[src/rtl/th_peak_det_pkg.sv]
// Shared FSM state encodings and a saturating increment for the peak detector.
package th_peak_det_pkg;

  typedef enum logic [1:0] {
    ST_ARMED = 2'd0,
    ST_EXCUR = 2'd1,
    ST_REFR  = 2'd2
  } th_state_e;

  // Increment v, holding at 2^w - 1 (w must be below 32).
  function automatic logic [31:0] sat_inc(input logic [31:0] v, input int unsigned w);
    logic [31:0] top;
    top = (32'd1 << w) - 32'd1;
    return (v >= top) ? top : v + 32'd1;
  endfunction

endpackage

[src/rtl/th_peak_det_mavg.sv]
// Moving-average smoother: window of 2^AVG_LOG2 samples plus a running sum.
// AVG_LOG2 = 0 degenerates to a registered pass-through.
module th_mavg #(
  parameter int DATA_W   = 8,
  parameter int AVG_LOG2 = 2
) (
  input  logic              clk,
  input  logic              reset,
  input  logic              in_valid,
  input  logic [DATA_W-1:0] in,
  output logic [DATA_W-1:0] fop,
  output logic              fop_valid
);

  localparam int DEPTH = 1 << AVG_LOG2;
  localparam int SUM_W = DATA_W + AVG_LOG2;

  logic [DATA_W-1:0] win [DEPTH];
  logic [SUM_W-1:0]  sum;
  logic [SUM_W-1:0]  sum_new;

  // New sum adds the incoming sample and drops the oldest one in the window.
  assign sum_new = sum + SUM_W'(in) - SUM_W'(win[DEPTH-1]);

  // Window shift, running sum and the registered average output.
  always_ff @(posedge clk) begin
    if (reset) begin
      for (int i = 0; i < DEPTH; i++) win[i] <= '0;
      sum       <= '0;
      fop       <= '0;
      fop_valid <= 1'b0;
    end else begin
      fop_valid <= in_valid;
      if (in_valid) begin
        win[0] <= in;
        for (int i = 1; i < DEPTH; i++) win[i] <= win[i-1];
        sum <= sum_new;
        fop <= DATA_W'(sum_new >> AVG_LOG2);
      end
    end
  end

endmodule

[src/rtl/th_peak_det.sv]
// Peak detector: moving average -> threshold/hysteresis comparator ->
// refractory FSM, reporting the excursion extreme and the beat interval.
// Strobe semantics: in_valid marks one sample per cycle it is high, with no
// back-pressure; fop_valid marks the filtered tick one cycle later and peak
// marks the beat one cycle after that. The state output exposes the FSM.
module th_peak_det
  import th_peak_det_pkg::*;
#(
  parameter int DATA_W   = 8,
  parameter int AVG_LOG2 = 2,
  parameter int HYST     = 4,
  parameter int REFRACT  = 16,
  parameter int CNT_W    = 12
) (
  input  logic              clk,
  input  logic              reset,
  input  logic              in_valid,
  input  logic [DATA_W-1:0] in,
  input  logic              thr_load,
  input  logic [DATA_W-1:0] thr_in,
  input  logic              higher,
  output logic [DATA_W-1:0] fop,
  output logic              fop_valid,
  output logic              peak,
  output logic [DATA_W-1:0] peak_val,
  output logic [CNT_W-1:0]  interval,
  output logic              interval_valid,
  output th_state_e         state
);

  localparam int RW = (REFRACT > 1) ? $clog2(REFRACT) : 1;
  localparam logic [RW-1:0] REFR_LAST = RW'((REFRACT > 0) ? REFRACT - 1 : 0);

  logic [DATA_W-1:0] thr;
  logic [DATA_W-1:0] x;
  logic [DATA_W-1:0] t;
  logic [DATA_W-1:0] max_q;
  logic [DATA_W-1:0] max_new;
  logic              higher_q;
  logic              flip;
  logic              enter;
  logic              leave;
  logic              peak_tick;
  th_state_e         state_next;
  logic [RW-1:0]     refr_cnt;
  logic [CNT_W-1:0]  cnt;
  logic [CNT_W-1:0]  cnt_inc;
  logic              seen_peak;

  th_mavg #(
    .DATA_W  (DATA_W),
    .AVG_LOG2(AVG_LOG2)
  ) u_mavg (
    .clk      (clk),
    .reset    (reset),
    .in_valid (in_valid),
    .in       (in),
    .fop      (fop),
    .fop_valid(fop_valid)
  );

  // Low-going detection is folded onto the high-going compare by inverting.
  assign x       = higher ? fop : ~fop;
  assign t       = higher ? thr : ~thr;
  assign enter   = x > t;
  // One extra bit so x + HYST cannot wrap past the top of the range.
  assign leave   = ({1'b0, x} + (DATA_W + 1)'(HYST)) < {1'b0, t};
  assign max_new = (x > max_q) ? x : max_q;
  assign flip    = higher != higher_q;
  assign cnt_inc = CNT_W'(sat_inc(32'(cnt), CNT_W));

  // State register.
  always_ff @(posedge clk) begin
    if (reset) state <= ST_ARMED;
    else       state <= state_next;
  end

  // Next state; a polarity change mid-excursion aborts without a beat.
  always_comb begin
    state_next = state;
    peak_tick  = 1'b0;
    if (state == ST_EXCUR && flip) begin
      state_next = ST_ARMED;
    end else if (fop_valid) begin
      case (state)
        ST_ARMED: if (enter) state_next = ST_EXCUR;
        ST_EXCUR: begin
          if (leave) begin
            peak_tick  = 1'b1;
            state_next = (REFRACT == 0) ? ST_ARMED : ST_REFR;
          end
        end
        ST_REFR:  if (refr_cnt == REFR_LAST) state_next = ST_ARMED;
        default:  state_next = ST_ARMED;
      endcase
    end
  end

  // Threshold register and the previous polarity for change detection.
  always_ff @(posedge clk) begin
    if (reset) begin
      thr      <= {1'b1, {(DATA_W-1){1'b0}}};
      higher_q <= 1'b0;
    end else begin
      higher_q <= higher;
      if (thr_load) thr <= thr_in;
    end
  end

  // Extreme tracking (in compare domain) and refractory tick count.
  always_ff @(posedge clk) begin
    if (reset) begin
      max_q    <= '0;
      refr_cnt <= '0;
    end else begin
      if (state == ST_ARMED && state_next == ST_EXCUR) max_q <= x;
      else if (state == ST_EXCUR && fop_valid)         max_q <= max_new;
      if (peak_tick)                          refr_cnt <= '0;
      else if (state == ST_REFR && fop_valid) refr_cnt <= refr_cnt + RW'(1);
    end
  end

  // Beat outputs and the saturating interval counter.
  always_ff @(posedge clk) begin
    if (reset) begin
      peak           <= 1'b0;
      peak_val       <= '0;
      interval       <= '0;
      interval_valid <= 1'b0;
      seen_peak      <= 1'b0;
      cnt            <= '0;
    end else begin
      peak           <= 1'b0;
      interval_valid <= 1'b0;
      if (peak_tick) begin
        peak           <= 1'b1;
        peak_val       <= higher ? max_new : ~max_new;
        interval       <= cnt_inc;
        interval_valid <= seen_peak;
        seen_peak      <= 1'b1;
        cnt            <= '0;
      end else if (fop_valid) begin
        cnt <= cnt_inc;
      end
    end
  end

endmodule

[config.mk]
export PLATFORM = sky130hd
export DESIGN_NAME = th_peak_det
export DESIGN_NICKNAME = d
export VERILOG_FILES = /design/src/rtl/th_peak_det_pkg.sv /design/src/rtl/th_peak_det_mavg.sv /design/src/rtl/th_peak_det.sv
export SDC_FILE = /design/constraint.sdc
export NUM_CORES = 1
export LEC_CHECK = 0
export ABC_AREA = 1
export BUFFER_PORTS_ARGS = -buffer_cell sky130_fd_sc_hd__buf_4
export CORE_MARGIN = 4
export CORE_UTILIZATION = 54
export DETAILED_ROUTE_END_ITERATION = 10
export PLACE_DENSITY = 0.75
export SLEW_MARGIN = 40
export SYNTH_ARGS = -nofsm -noshare
export SYNTH_HDL_FRONTEND = slang
export SYNTH_SLANG_ARGS = --single-unit
export TNS_END_PERCENT = 50
[constraint.sdc]
create_clock -name clk -period 2.41 [get_ports clk]
set_input_delay 0.1205 -clock clk [delete_from_list [all_inputs] [get_ports clk]]
set_output_delay 0.1205 -clock clk [all_outputs]
set_load 0.01 [all_outputs]
; ---- After elaboration in Yosys (flattened, before gate mapping)
; Memories as Yosys holds them, arrays and structs flattened.
; Index checks and enable logic that the tools add are counted.
[word_totals]
in_bits = 21
memories = 1
ram_bits = 32
output_inout_bits = 33
word_cells = 72
regBits = 77
[mem_list]
columns = memory, depth, width, rd, rd_ports_with_merged_regs, write_ports, line_no
row1 = u_mavg.win, 4, 8, 4, 0, 4, th_peak_det_mavg.sv:18  ; logic [DATA_W-1:0] win [DEPTH];
[op_classes]
eq_ne = 5
bitwise_logic = 8
addsub = 5
n_reduce_logical = 8
n_lt_le_gt_ge = 4
mux = 27
[ops]
columns = cell, count
row1 = $mux 8, 10
row2 = $not 8->8, 3
row3 = $gt 8x8->1, 2
row4 = $add 12x1->12 const B, 1
row5 = $ge 12x12->1 const B, 1
row6 = $mux 12, 1
row7 = $add 10x8->10, 1
row8 = $mux 1, 10
row9 = $mux 2, 5
row10 = $sub 10x8->10, 1
row11 = $add 8x3->9 const B, 1
row12 = $lt 9x8->1, 1
row13 = $pmux 2 s3, 1
row14 = $add 4x1->4 const B, 1
row15 = $eq 2x1->1 const B, 2
row16 = $eq 4x4->1 const B, 1
row17 = $logic_and 1x1->1, 4
row18 = $or 1x1->1, 4
row19 = $reduce_or 2->1, 2
row20 = $eq 2x2->1 const B, 1
row21 = $logic_not 2->1, 1
row22 = $reduce_bool 2->1, 1
row23 = $ne 1x1->1, 1
row24 = $not 1->1, 1

; ---- Longest topological paths before layout
; Gate-level depths: netlist of run 1.
[logic_depth]
depth_word = 11
mapped_depth = 25
ltp_nobuf = 22

; ---- By module
; A second synthesis of run 1 with hierarchy kept.
[hier_totals]
hier_cells = 781
area_unflattened_um2 = 5947.0
[modules_own_cells]
columns = mod, cells_per_inst, seq_area_each_um2, n_inst, area_each_um2
row1 = th_peak_det, 524, 1161.1, 1, 3608.5
row2 = th_mavg, 257, 1181.1, 1, 2338.5

; ---- Least setup slack after synthesis of run 1
; Ideal clock, no wire load.
[synth_timing]
path_kind = input to register
start = input port higher
end = register max_q[1]
setup_slack_ns = -0.147
required_ns = 2.282
setup_time_ns = 0.128
arrival_ns = 2.429
cell_stages = 24
n_path_buf = 3
cell_sequence = buf_4 -> buf_6 -> buf_1 -> xor2_1 -> ha_1 -> nand2_1 -> nand2_1 -> nand2_1 -> nand2_1 -> nand2_1 -> nand2_1 -> nand2_1 -> nand2_1 -> nand2_1 -> nand2_1 -> nand2_1 -> nand2_1 -> nand2_1 -> nand2_2 -> nand3_2 -> nand2_4 -> nor2_1 -> nor2_1 -> nor2_1
[synth_between]
elab_chain_len = 10
word_cells_on_any_way = 19
classes_between = 1 x add/sub / 3 x order compare / 2 x eq/ne / 10 x mux / 3 x reduce/logical
[synth_lines]
columns = element, line_no
row1 = start: declaration, th_peak_det.sv:21  ; input logic higher,
row2 = $mux 8, th_peak_det.sv:63  ; assign x = higher ? fop : ~fop;
row3 = $add 8x3->9, th_peak_det.sv:67  ; assign leave = ({1'b0, x} + (DATA_W + 1)'(HYST)) < {1'b0, t};
row4 = $lt 9x8->1, th_peak_det.sv:67
row5 = $mux 2, th_peak_det.sv:88  ; if (leave) begin
row6 = $pmux 2 s3, th_peak_det.sv:85  ; case (state)
row7 = $mux 2, th_peak_det.sv:84  ; end else if (fop_valid) begin
row8 = $mux 2, th_peak_det.sv:82  ; if (state == ST_EXCUR && flip) begin
row9 = $eq 2x1->1, th_peak_det.sv:116  ; if (state == ST_ARMED && state_next == ST_EXCUR) max_q <= x;
row10 = $logic_and 1x1->1, th_peak_det.sv:116
row11 = $mux 8 or $reduce_bool 2->1 (tied branches), n/a
row12 = end signal: assignment, th_peak_det.sv:117  ; else if (state == ST_EXCUR && fop_valid) max_q <= max_new;
row13 = end: declaration, th_peak_det.sv:37  ; logic [DATA_W-1:0] max_q;
; Several ways; a longest one is shown, not always the timed one. The select of a mux whose other input is x is not followed.
; A chain may end at the register's enable or synchronous reset.

==> results of run 1 <==
cells by family (layout without fill, tap and decap cells):
kind of cell	count (synthesis)	count (layout)	synth area share, %
AOI/OAI and AO/OA	91	91	9.56
adders and majority gates	41	41	10.1
buffers and inverters	157	275	11.4
and+or+nand+nor	290	291	22.1
xor gates and xnor gates	34	34	5.40
DFF	101	101	41.4
placed cells by master (no fill, tap or decap), types with 23 or more instances in the layout:
cell / instances
sky130_fd_sc_hd__inv_1: 120
sky130_fd_sc_hd__buf_4: 112
sky130_fd_sc_hd__nor2_1: 103
sky130_fd_sc_hd__nand2_1: 98
sky130_fd_sc_hd__dfxtp_1: 65
sky130_fd_sc_hd__edfxtp_1: 32
sky130_fd_sc_hd__ha_1: 29
sky130_fd_sc_hd__nand3_1: 28
sky130_fd_sc_hd__xor2_1: 25
sky130_fd_sc_hd__o21ai_0: 23
power groups by stage:
stage / logic (mW) / registers, mW / clock network [mW]
4_1_cts: 2.71 / 2.00 / 1.35
3_5_place_dp: 2.46 / 2.04 / 0
5_1_grt: 3.45 / 2.02 / 1.42
3_3_place_gp: 2.37 / 2.03 / 0
2_1_floorplan: 1.63 / 2.02 / 0
6_report: 3.15 / 2.01 / 1.33
registers in the layout, indices dropped and copies added, names as in the netlist:
| name | flops |
|---|---|
| cnt | 12 |
| higher_q | 1 |
| interval | 12 |
| interval_valid | 1 |
| max_q | 8 |
| peak | 1 |
| peak_val | 8 |
| refr_cnt | 4 |
| seen_peak | 1 |
| state | 2 |
| thr | 8 |
| u_mavg.fop_valid | 1 |
| u_mavg.sum | 10 |
| u_mavg.win | 32 |
worst min-delay path by stage:
stage,from,to,depth (start not counted)
2_1_floorplan,thr_load,thr[7],2
3_3_place_gp,thr_in[7],thr[7],3
3_5_place_dp,thr_in[7],thr[7],3
4_1_cts,thr_load,thr[0],3
5_1_grt,in_valid,u_mavg.sum[9],3
6_report,in_valid,u_mavg.sum[9],3
critical path, cell delays in order (launching register included):
cell and delay [ns]:
sky130_fd_sc_hd__dfxtp_2 0.35, sky130_fd_sc_hd__xor2_2 0.20, sky130_fd_sc_hd__buf_4 0.17, sky130_fd_sc_hd__clkinvlp_4 0.13
sky130_fd_sc_hd__buf_4 0.16, sky130_fd_sc_hd__ha_1 0.28, sky130_fd_sc_hd__nand2_1 0.09, sky130_fd_sc_hd__nor2_1 0.18
sky130_fd_sc_hd__nand2_1 0.10, sky130_fd_sc_hd__o211ai_1 0.11, sky130_fd_sc_hd__nand3_1 0.12, sky130_fd_sc_hd__nand2_1 0.11
sky130_fd_sc_hd__nand2_2 0.08, sky130_fd_sc_hd__nand2_4 0.11, sky130_fd_sc_hd__nand3_4 0.09, sky130_fd_sc_hd__nand2_8 0.12
sky130_fd_sc_hd__nor2_1 0.05, sky130_fd_sc_hd__nor2_1 0.14, sky130_fd_sc_hd__nor2_1 0.06
metal layers:
| layer | track usage, % | vias up |
|---|---|---|
| met5 | 0 | - |
| met4 | 11.9 | 0 |
| met3 | 5.18 | 56 |
| met2 | 39.6 | 155 |
| met1 | 25.5 | 2418 |
| li1 | - | 2474 |
layout make-up:
| class | count | area (um2) | share of cell area (%) |
|---|---|---|---|
| repair buffers | 130 | 1090 | 14.9 |
| multi-input cells | 457 | 2930 | 40.2 |
| flip-flops and latches | 101 | 2350 | 32.2 |
| clock inverters | 2 | 60.1 | 0.825 |
| well taps | 136 | 170 | 2.34 |
| inverters | 129 | 495 | 6.80 |
| clock buffers | 14 | 195 | 2.68 |
what timing repair did:
action                                  in CTS  in global routing
endpoints found under the setup margin      47                 54
setup buffers                                7                 13
hold buffers                                 9                  0
cloned                                       1                  2
pin swaps                                   14                 37
endpoints found under the hold margin        8                  0
resized for setup                           35                 48
through the flow:
| stage | util, % | std cells | setup TNS [ns] |
|---|---|---|---|
| after floorplan | - | 714 | -0.464 |
| after global placement | 63.0 | 924 | -1.25 |
| after detailed placement | 63.0 | 924 | -5.07 |
| after CTS | 68.1 | 957 | -0.966 |
| after global routing | 70.9 | 969 | -14.14 |
| final | 70.9 | 969 | -7.89 |
==> flow_results.org, run 1 <==
** Place
- OpenSTA, run right after detailed placement, puts the worst setup slack at -0.280 ns.
- Detailed placement ended at an HPWL of 9340 um.
- In this run the tool buffered the top-level ports with 53 buffer cells.
- Post-place instance area :: 6470 um2
- Routability congestion estimate :: 0.932

** Worst setup path
- Measured in cells, the most critical reg-to-reg path has a length of 18.
- Crit path to :: max_q[5]
- STA puts the critical path data arrival time at 3.00 ns.
- Kind of critical path :: flip-flop to flip-flop
- The most critical setup path has its startpoint at u_mavg.sum[6].
- Along the worst path, the maximum fanout reaches 8.
- Data on the critical path is required at its endpoint by 2.68 ns.
- For flop-to-flop paths, the worst setup slack is -0.32 ns.
- Reg2Reg Launch Point :: u_mavg.sum[6]
- In this run the critical register-to-register path is captured at max_q[5].
- Type of destination of the critical path :: flip-flop
- Kind of start point of the critical path :: flip-flop

** STA
- Post-route clock period utilization :: 113%
- Worst max-slew margin expressed relative to the limit :: 55.9%
- Clock skew on the completed layout was measured at 0.00903 ns.
- Unrepaired setup endpoints after global routing :: yes
- The routed design could run at a clock period as short as 2.73 ns.
- Final setup violating endpoints :: 51
- In the post-route analysis, the smallest setup slack over all paths is -0.319 ns.
- Hold is met by 0.0481 ns.
- Max Clk Rate :: 366 MHz
- Pins Over Slew Limit :: 0
- Final hold violation count :: 0
- At the pin with the least slew margin, the transition time is 0.657 ns.

** Detailed routing
- Signal routing reaches up to met4.
- The first routing iteration left 341 violations.
- In the routed layout, each cell is associated on average with a via count of 5.27.
- Amount of wire on met3 after detailed routing :: 678 um
- DR WL/cell :: 14.3 um
- The routed design uses 7140 um of met2 wire.
- Via count :: 5103
- ANT nets after route :: 0
- WL met1 :: 5470 um
- The first TritonRoute pass finished after 6 iterations.
- Final Routed Wirelength :: 13900 um
- For this run, design rule violations remaining after detail routing come to 0.

** Cells and area
- The post-route netlist has 26.2% of its cells at a drive strength greater than 1.
- Antenna cell count :: 0
- After the last flow step, the layout net total stands at 890.
- Relative to the synthesized area, the layout overhead comes to 28.8%.
- After filler insertion, the fill cell instance count of the layout stands at 747.
- Post-route cell area :: 7280 um2

** Power and ir drop
- Leakage Power :: 3.39 nW
- Net switching is 37.4% of the power.
- The share of total power dissipated in combinational logic is 48.6%.
- Registers are responsible for 31.0% of the overall power.
- Internal power summed over all cells :: 4.06 mW
- PwrDens :: 890 nW/um2
- Net switching power of the design :: 2.42 mW
- Sum of internal, switching and leakage power :: 6.48 mW
- Proportion of power drawn by the clock network :: 20.5%
- The worst-case IR drop observed on VDD is 0.567 mV.

** Floorplanning
- The initialized floorplan defines 37 standard-cell rows.
- In this run the vertical extent of the chip is 110 um.
- For this configuration, the core starts out at a cell density of 55.0%.
- After floorplanning, the core was sized to cover 10300 um2.
- I/O pin count :: 54
- Die Outline Area :: 12200 um2
- The floorplan step set the die width to 110 um.

** Synth
- For this run, the leading register cell type out of synthesis is sky130_fd_sc_hd__dfxtp_1.
- Number of enable flip-flop cells after synthesis :: 32
- Of the synthesized area, sequential elements account for 41.4%.
- The top cell type by area accounts for 24.4% of the synthesized area.
- Most repeated cell in the gate-level netlist after synthesis :: sky130_fd_sc_hd__inv_1
- Share of flip-flops with an asynchronous set or reset after synthesis :: 0%
- Count of yosys warnings during synthesis :: 0
- Cell types with the largest area share after synthesis :: sky130_fd_sc_hd__dfxtp_1 (24%), sky130_fd_sc_hd__edfxtp_1 (17%), sky130_fd_sc_hd__inv_1 (8.3%)
- Counting flops and latches in the post-synthesis netlist gives 101.
- Top cells by count, synth :: sky130_fd_sc_hd__inv_1 (125), sky130_fd_sc_hd__nor2_1 (111), sky130_fd_sc_hd__nand2_1 (108)
- Cell type with the largest total area after synthesis :: sky130_fd_sc_hd__dfxtp_1
- Mapped cell area :: 5650 um2
- When the netlist entered floorplanning its net count stood at 776.
- The cell count after synthesis came out at 714.
- Post-synthesis average cell area :: 7.92 um2
- After synthesis, the netlist uses 40 different library cells.

** Global route
- Aggregate global routing overflow :: 0
- The number of antenna violations at the first check in global routing came to 0.
- Entering global routing, the biggest net connects 31 pins.
- Total routing resource utilization after global routing :: 22.6%
- The first global-routing pass estimated 21400 um of wire.
- Number of global-route vias before repair :: 4846

** Run status
- Result of the run :: complete, but fails checks
- Violations in the final reports :: setup timing

** Clock tree
- Clock tree synthesis found a total of 101 sinks.
- Clock buffer depth :: 2
- Clock root buffer :: sky130_fd_sc_hd__clkbuf_8
- The clock reaches the later pin of the worst-skew pair after 0.38 ns.
- Clock edge transition at the registers on the reported setup and hold paths :: 0.09 ns
- The clock tree synthesis step divided the H-tree into 3 levels.
- TritonCTS buffer count :: 9
- TritonCTS clock tree :: done

** Min path
- In this run the worst hold path is classified as input port to flip-flop.

** Flow run
- Max capacitance violation total :: 0
(Power assumes the default switching activity.)
==> inputs of run 2 (changes only) <==
--- a/config.mk
+++ b/config.mk
@@ -10,7 +10,7 @@
 export CORE_MARGIN = 4
 export CORE_UTILIZATION = 54
 export DETAILED_ROUTE_END_ITERATION = 10
-export PLACE_DENSITY = 0.75
+export PLACE_DENSITY_LB_ADDON = 0.05
 export SLEW_MARGIN = 40
 export SYNTH_ARGS = -nofsm -noshare
 export SYNTH_HDL_FRONTEND = slang
==> run 2 against run 1 <==
The run still ends with setup timing left. Clock skew increased by 0.0022 ns. Die area stayed put. Core utilization down 1.4 points. Total power fell by 7.1%. Global-route usage shrank 1.2 points. Clock-buffer cell count down 4. Clock power shrank 24%. Sequential share of layout area grew 0.67 points. Register-to-register slack improved by 0.14 ns. Largest cell class unchanged. Largest power group unchanged.
==> flow_results.org, run 2 (synthesis gave the netlist of run 1 again) <==
** Run status
- Result of the run :: complete, but fails checks
- Violations in the final reports :: setup timing

** Global route
- Total routing resource utilization after global routing :: 21.4%
- The first global-routing pass estimated 20500 um of wire.
- The via count of the first global-routing pass was 4548.
- Largest net degree at the start of global routing :: 31
- Number of antenna violations at the first check in global routing :: 0
- For this run the aggregate overflow at the end of global routing stands at 0.

** Detailed routing
- Via count :: 4800
- Remaining routing DRC violations :: 0
- After detailed routing, the total wire length is 12600 um.
- Dividing the detail-routed wire length by the instance count gives 13.0 um.
- Detailed-routing iteration count for the pre-antenna-repair pass :: 5
- Dividing the detail-routed via count by the number of cells gives 4.95.
- ANT nets after route :: 0
- The detailed router finished its first iteration with 311 violations.

** Place
- Routability congestion estimate :: 0.854
- Detailed placement finished with a half-perimeter wire length of 9220 um.
- Port buffer count :: 53
- Post-placement cell count :: 930

** Worst setup path
- Data arrival time of the critical path :: 2.87 ns
- STA classifies the critical path endpoint as a flip-flop.
- Kind of critical path :: flip-flop to flip-flop
- Measured in cells, the most critical reg-to-reg path has a length of 20.
- Required time at the endpoint of the critical path :: 2.69 ns
- Along the worst path, the maximum fanout reaches 5.
- Kind of start point of the critical path :: flip-flop

** Floorplanning
- Die Outline Area :: 12200 um2
- Die W :: 110 um
- For this configuration, the core starts out at a cell density of 55.0%.
- The floorplan step defined a core boundary enclosing 10300 um2.
- After floorplanning, the core was divided into 37 placement rows.
- From bottom edge to top edge, the die measures 110 um.
- 54 I/O pins were placed.

** Cells and area
- Largest registers :: u_mavg.win x32, cnt x12, interval x12
- Largest Register :: u_mavg.win
- Cells fill 69.5% of the core in the end.
- Of the cells placed in the final design, the portion with a size suffix greater than 1 is 24.9%.
- Registers take 2350 um2.
- Compared with the post-synthesis result, the final layout area differs by 26.3%.
- The library cell used most frequently in the layout, excluding fill and tap cells, is sky130_fd_sc_hd__inv_1.
- The library cells used most frequently in the layout, excluding fill and tap cells, are sky130_fd_sc_hd__inv_1 (123), sky130_fd_sc_hd__buf_4 (113), sky130_fd_sc_hd__nor2_1 (107).
- Antenna cell count :: 0
- The multi-input combinational cells in the finished layout cover a total of 2900 um2.
- The register with the most flip-flops in the layout has 32 of them.
- After filler insertion, the fill cell instance count of the layout stands at 891.
- The finished layout holds 970 standard cells, fillers aside.
- The final layout contains 891 nets.

** Min path
- Path type of the worst min-delay path :: input port to flip-flop
- Along the worst hold path, the cell count comes to 3.

** Power and ir drop
- IR analysis of the VDD net gives a maximum drop of 0.653 mV.
- The design draws 6.02 mW.
- Leakage Power :: 3.34 nW
- PwrDens :: 843 nW/um2

** Clock tree
- Max H-tree Level :: 3
- Counting the buffers created by CTS gives 9.
- Clock buffer depth :: 2
- For this design, the sink count on the clock tree is 101.
- TritonCTS clock tree :: done
- In this run the clock root is driven by a sky130_fd_sc_hd__clkbuf_8.
- Clock latency at the later pin of the worst-skew pair :: 0.39 ns
- After clock tree synthesis, the clock-pin slew on the worst setup and hold paths is 0.10 ns.

** STA
- Setup violations remaining at the end of the flow were counted as 49.
- Pins Over Slew Limit :: 0
- Final hold violation count :: 0
- Accumulated negative setup slack :: -6.75 ns
- Unrepaired setup endpoints after global routing :: yes
- After layout, the minimum clock period comes to 2.59 ns.
- Worst-Margin Slew :: 0.807 ns
- Static timing analysis puts the maximum clock frequency at 386 MHz.
- Worst max-slew margin expressed relative to the limit :: 45.8%
- On the final layout, the worst clock skew is 0.0112 ns.
- The final critical path takes up 107% of the cycle.
- Final setup margin :: -0.179 ns

** Flow run
- Max capacitance violation total :: 0
-- run 2: metrics by stage --
step / worst slack (ns) / hold slack (ns) / area (um2)
2_1_floorplan: -0.0542 / 0.243 / 5680
3_3_place_gp: -0.156 / 0.346 / 6500
3_5_place_dp: -0.234 / 0.352 / 6500
4_1_cts: -0.119 / 0.000348 / 6960
5_1_grt: -0.369 / 0.0168 / 7140
6_report: -0.179 / 0.0155 / 7140
-- run 2: routing by layer --
layer / vias to the layer above / wire length, um / track usage (%)
met5: - / 0 / 0
met4: 0 / 225 / 6.51
met3: 18 / 589 / 5.18
met2: 105 / 5950 / 35.4
met1: 2191 / 5860 / 27.6
li1: 2486 / - / -
-- run 2: path summary, 6_finish.rpt --
| kind | startpoint | end | slack [ns] |
|---|---|---|---|
| setup / recovery | u_mavg.sum[4] | max_q[7] | -0.18 |
| setup reg to reg | u_mavg.sum[4] | max_q[7] | -0.18 |
| hold reg to reg | seen_peak | interval_valid | 0.45 |
| hold / removal | thr_load | thr[7] | 0.02 |
-- run 2: what timing repair did --
| action | 4_1_cts | 5_1_grt |
|---|---|---|
| pin swaps | 15 | 18 |
| endpoints found under the hold margin | 8 | 0 |
| gates resized for setup | 44 | 30 |
| cloned | 1 | 1 |
| setup buffers | 6 | 9 |
| hold buffers | 8 | 0 |
| endpoints found under the setup margin | 49 | 53 |
-- run 2: critical path, cell delays in order (launching register included) --
cell,delay (ns)
sky130_fd_sc_hd__dfxtp_4,0.38
sky130_fd_sc_hd__xor2_4,0.19
sky130_fd_sc_hd__nor2_4,0.14
sky130_fd_sc_hd__nand2_4,0.08
sky130_fd_sc_hd__nor2_4,0.12
sky130_fd_sc_hd__xor2_1,0.16
sky130_fd_sc_hd__inv_1,0.06
sky130_fd_sc_hd__ha_1,0.27
sky130_fd_sc_hd__inv_1,0.07
sky130_fd_sc_hd__o21bai_1,0.09
sky130_fd_sc_hd__a21oi_2,0.12
sky130_fd_sc_hd__nand2_2,0.08
sky130_fd_sc_hd__nand2_1,0.06
sky130_fd_sc_hd__nand2_1,0.06
sky130_fd_sc_hd__nand2_2,0.09
sky130_fd_sc_hd__buf_4,0.12
sky130_fd_sc_hd__nand2_2,0.07
sky130_fd_sc_hd__nand4_1,0.09
sky130_fd_sc_hd__nand2_1,0.06
sky130_fd_sc_hd__nor2_1,0.12
sky130_fd_sc_hd__nor2_1,0.05
-- run 2: final cells by class --
type | instances | area share, %
well taps | 136 | 2.38
flip-flops and latches | 101 | 32.9
inverters | 129 | 6.89
multi-input cells | 457 | 40.6
repair buffers | 131 | 14.8
clock inverters | 6 | 0.648
clock buffers | 10 | 1.79
-- run 2: where the power goes --
part           switching [mW]  leakage [nW]  internal, mW  total (mW)
logic                    1.61          2.34          1.40        3.01
clock network           0.625        0.0794         0.382        1.01
registers              0.0930         0.918          1.91        2.00
==> inputs of run 3 (changes only) <==
--- a/config.mk
+++ b/config.mk
@@ -8,7 +8,7 @@
 export ABC_AREA = 1
 export BUFFER_PORTS_ARGS = -buffer_cell sky130_fd_sc_hd__buf_4
 export CORE_MARGIN = 4
-export CORE_UTILIZATION = 54
+export CORE_UTILIZATION = 55
 export DETAILED_ROUTE_END_ITERATION = 10
 export PLACE_DENSITY_LB_ADDON = 0.05
 export SLEW_MARGIN = 40
==> constraint.sdc (replaced) <==
create_clock -name clk -period 3 [get_ports clk]
set_input_delay 0.15 -clock clk [delete_from_list [all_inputs] [get_ports clk]]
set_output_delay 0.15 -clock clk [all_outputs]
set_load 0.01 [all_outputs]
==> run 3 against run 2 <==
The run now ends clean. Largest cell class unchanged. Via count is 4.7% lower. Largest power group unchanged. Critical endpoint is now peak_val[3]. Flip-flop and latch count stayed put. Final cell count is 6.1% lower. Core utilization is 4.0 points lower. Sequential power is 19% lower. Critical path type unchanged.
==> flow_results.org, run 3 (synthesis gave the netlist of run 1 again) <==
** Run status
- Result of the run :: completed

** Global route
- Global routing consumed, on the met3 layer, 4.87% of the routing resources.
- The number of antenna violations at the first check in global routing was 0.
- Number of global-route vias before repair :: 4378
- Met2 track demand over resource :: 37.4%
- Aggregate global routing overflow :: 0
- Total routing resource utilization after global routing :: 22.3%
- GR Layer Usage met1 :: 29.4%
- Most used routing layer in global routing :: met2
- The first global-routing pass estimated 20700 um of wire.
- Largest net degree at the start of global routing :: 31

** Cells and area
- Largest Register :: u_mavg.win
- The post-route netlist has 14.9% of its cells at a drive strength greater than 1.
- The library cell used most frequently in the layout, excluding fill and tap cells, is sky130_fd_sc_hd__inv_1.
- The repair_antennas step left the layout with diodes totalling 0.
- The largest registers in the layout are u_mavg.win x32, cnt x12, interval x12.
- Non-filler cells in the finished layout :: 911
- In the layout the commonest cells are sky130_fd_sc_hd__inv_1 (125), sky130_fd_sc_hd__nor2_1 (111), sky130_fd_sc_hd__nand2_1 (107).
- Compared with the post-synthesis result, the final layout area differs by 14.8%.
- The register with the most flip-flops in the layout has 32 of them.
- Layout net count :: 835

** Floorplanning
- For this design the top-level I/O count stands at 54.
- The die covers 12000 um2.
- In this run the horizontal extent of the chip is 109 um.
- Chip Height :: 109 um
- Site Rows :: 36
- For this configuration, the core starts out at a cell density of 57.0%.
- Core box area :: 9910 um2

** STA
- Clock skew on the completed layout was measured at 0.0108 ns.
- The number of hold violations in the final report is 0.
- Max Clk Rate :: 369 MHz
- Setup violations remaining at the end of the flow were counted as 0.
- The tightest hold path in the finished design has a slack of 0.0440 ns.
- Accumulated negative setup slack :: 0 ns
- The count of final max-slew check failures came to 0.
- After layout, the worst path uses 90.4% of the clock period.
- After layout, the minimum clock period comes to 2.71 ns.
- The worst path meets setup with 0.288 ns of slack.
- Measured against its own limit, the worst slew margin works out to 60.8%.
- Worst-Margin Slew :: 0.585 ns

** Power and ir drop
- Peak ir drop on the vdd network :: 0.393 mV
- PwrDens :: 660 nW/um2
- For this design the total switching power over the nets is 1.67 mW.
- Seq pwr share :: 37.9%
- Logic gate share of total power :: 40.4%
- Leakage Power :: 3.04 nW
- Sw frac :: 38.9%
- Proportion of power drawn by the clock network :: 21.6%
- Internal power summed over all cells :: 2.62 mW

** Place
- HPWL reported at the end of detailed placement :: 9310 um
- Post-placement cell count :: 887
- Routability congestion estimate :: 0.903
- Worst setup slack before clock tree synthesis :: 0.165 ns
- Buffers placed on the I/O ports in this run total 53.

** Worst setup path
- Required time at the endpoint of the critical path :: 3.27 ns
- STA puts the critical path data arrival time at 2.98 ns.
- The setup path with the least slack is of type flip-flop to flip-flop.
- Of all nets on the critical path, the largest fanout is 16.
- Kind of start point of the critical path :: flip-flop
- Type of destination of the critical path :: flip-flop

** Detailed routing
- Remaining routing DRC violations :: 0
- The first detailed-routing pass took 5 iterations.
- Iter 0 DRT Violations :: 381
- ANT nets after route :: 0
- In the final routed layout, each cell accounts on average for 13.6 um.
- Final Routed Wirelength :: 12400 um
- Detailed-route vias per instance :: 5.02
- Via count :: 4574

** Clock tree
- Max H-tree Level :: 3
- Clock edge transition at the registers on the reported setup and hold paths :: 0.11 ns
- Counting every sink on the clock net gives 101.
- Clock root buffer :: sky130_fd_sc_hd__clkbuf_8
- TritonCTS built the clock tree.
- Post-CTS setup repair buffer count :: 0
- The number of clock buffers added by TritonCTS is 9.
- Clock buffer depth :: 2
- Clock latency on the worst-skew pair, taken at its later pin, is 0.38 ns.

** Min path
- The tightest min-delay check is of the input port to flip-flop type.

** Flow run
- Max capacitance violation total :: 0
-- run 3: changes by cell type in the layout (fill, tap and decap cells not counted), moves of 5 or more --
cell	delta
sky130_fd_sc_hd__o21ai_0	+13
sky130_fd_sc_hd__a211oi_2	-10
sky130_fd_sc_hd__buf_6	-8
sky130_fd_sc_hd__buf_4	-45
sky130_fd_sc_hd__o21ai_1	-10
sky130_fd_sc_hd__a211oi_1	+10
sky130_fd_sc_hd__nand2_1	+5
-- run 3: final timing paths --
path	end	start	slack [ns]	cells past startpoint
setup / recovery	peak_val[3]	u_mavg.sum[6]	0.29	12
hold / removal	thr[7]	thr_load	0.04	3
setup reg to reg	peak_val[3]	u_mavg.sum[6]	0.29	12
hold reg to reg	interval_valid	seen_peak	0.46	2
-- run 3: critical path, stage by stage, from the launching register on --
cell                       delay [ns]
sky130_fd_sc_hd__dfxtp_1         0.39
sky130_fd_sc_hd__xor2_1          0.32
sky130_fd_sc_hd__inv_1           0.20
sky130_fd_sc_hd__ha_1            0.31
sky130_fd_sc_hd__nand2_1         0.06
sky130_fd_sc_hd__nor2_1          0.12
sky130_fd_sc_hd__nand2_1         0.07
sky130_fd_sc_hd__o211ai_1        0.08
sky130_fd_sc_hd__nand2_1         0.29
sky130_fd_sc_hd__o21ai_0         0.35
sky130_fd_sc_hd__buf_4           0.17
sky130_fd_sc_hd__xor2_1          0.18
sky130_fd_sc_hd__o21ai_2         0.08
-- run 3: cell type report --
cell class	instances	area, um2
Sequential cell	101	2350
Multi-Input combinational cell	456	2680
Timing Repair Buffer	76	591
Fill cell	864	3420
Clock inverter	5	46.3
Tap cell	133	166
Clock buffer	11	174
Inverter	129	484
-- run 3: routing by layer --
layer	vias to the layer above	wire length, um
met3	13	749
met2	114	5820
li1	2374	-
met1	2073	5610
met4	0	177
met5	-	0
-- run 3: metrics by stage --
| step | utilization (%) | cell area, um2 | power, mW |
|---|---|---|---|
| after CTS | 65.3 | 6470 | 4.29 |
| after floorplan | - | 5650 | 2.92 |
| after global routing | 65.5 | 6490 | 4.66 |
| after detailed placement | 62.3 | 6170 | 3.35 |
| after global placement | 62.3 | 6170 | 3.30 |
| final | 65.5 | 6490 | 4.29 |
-- run 3: power groups by stage --
| stage | Clock (mW) | Combinational [mW] | Sequential (mW) |
|---|---|---|---|
| 6_report | 0.927 | 1.73 | 1.63 |
| 5_1_grt | 1.01 | 2.01 | 1.64 |
| 4_1_cts | 0.949 | 1.72 | 1.62 |
| 3_5_place_dp | 0 | 1.70 | 1.65 |
| 3_3_place_gp | 0 | 1.65 | 1.65 |
| 2_1_floorplan | 0 | 1.29 | 1.62 |
-- run 3: what timing repair did --
item | CTS | global route
resized for setup | 0 | 7
hold buffers | 8 | 0
setup endpoints to repair | 0 | 46
endpoints found under the hold margin | 8 | 0
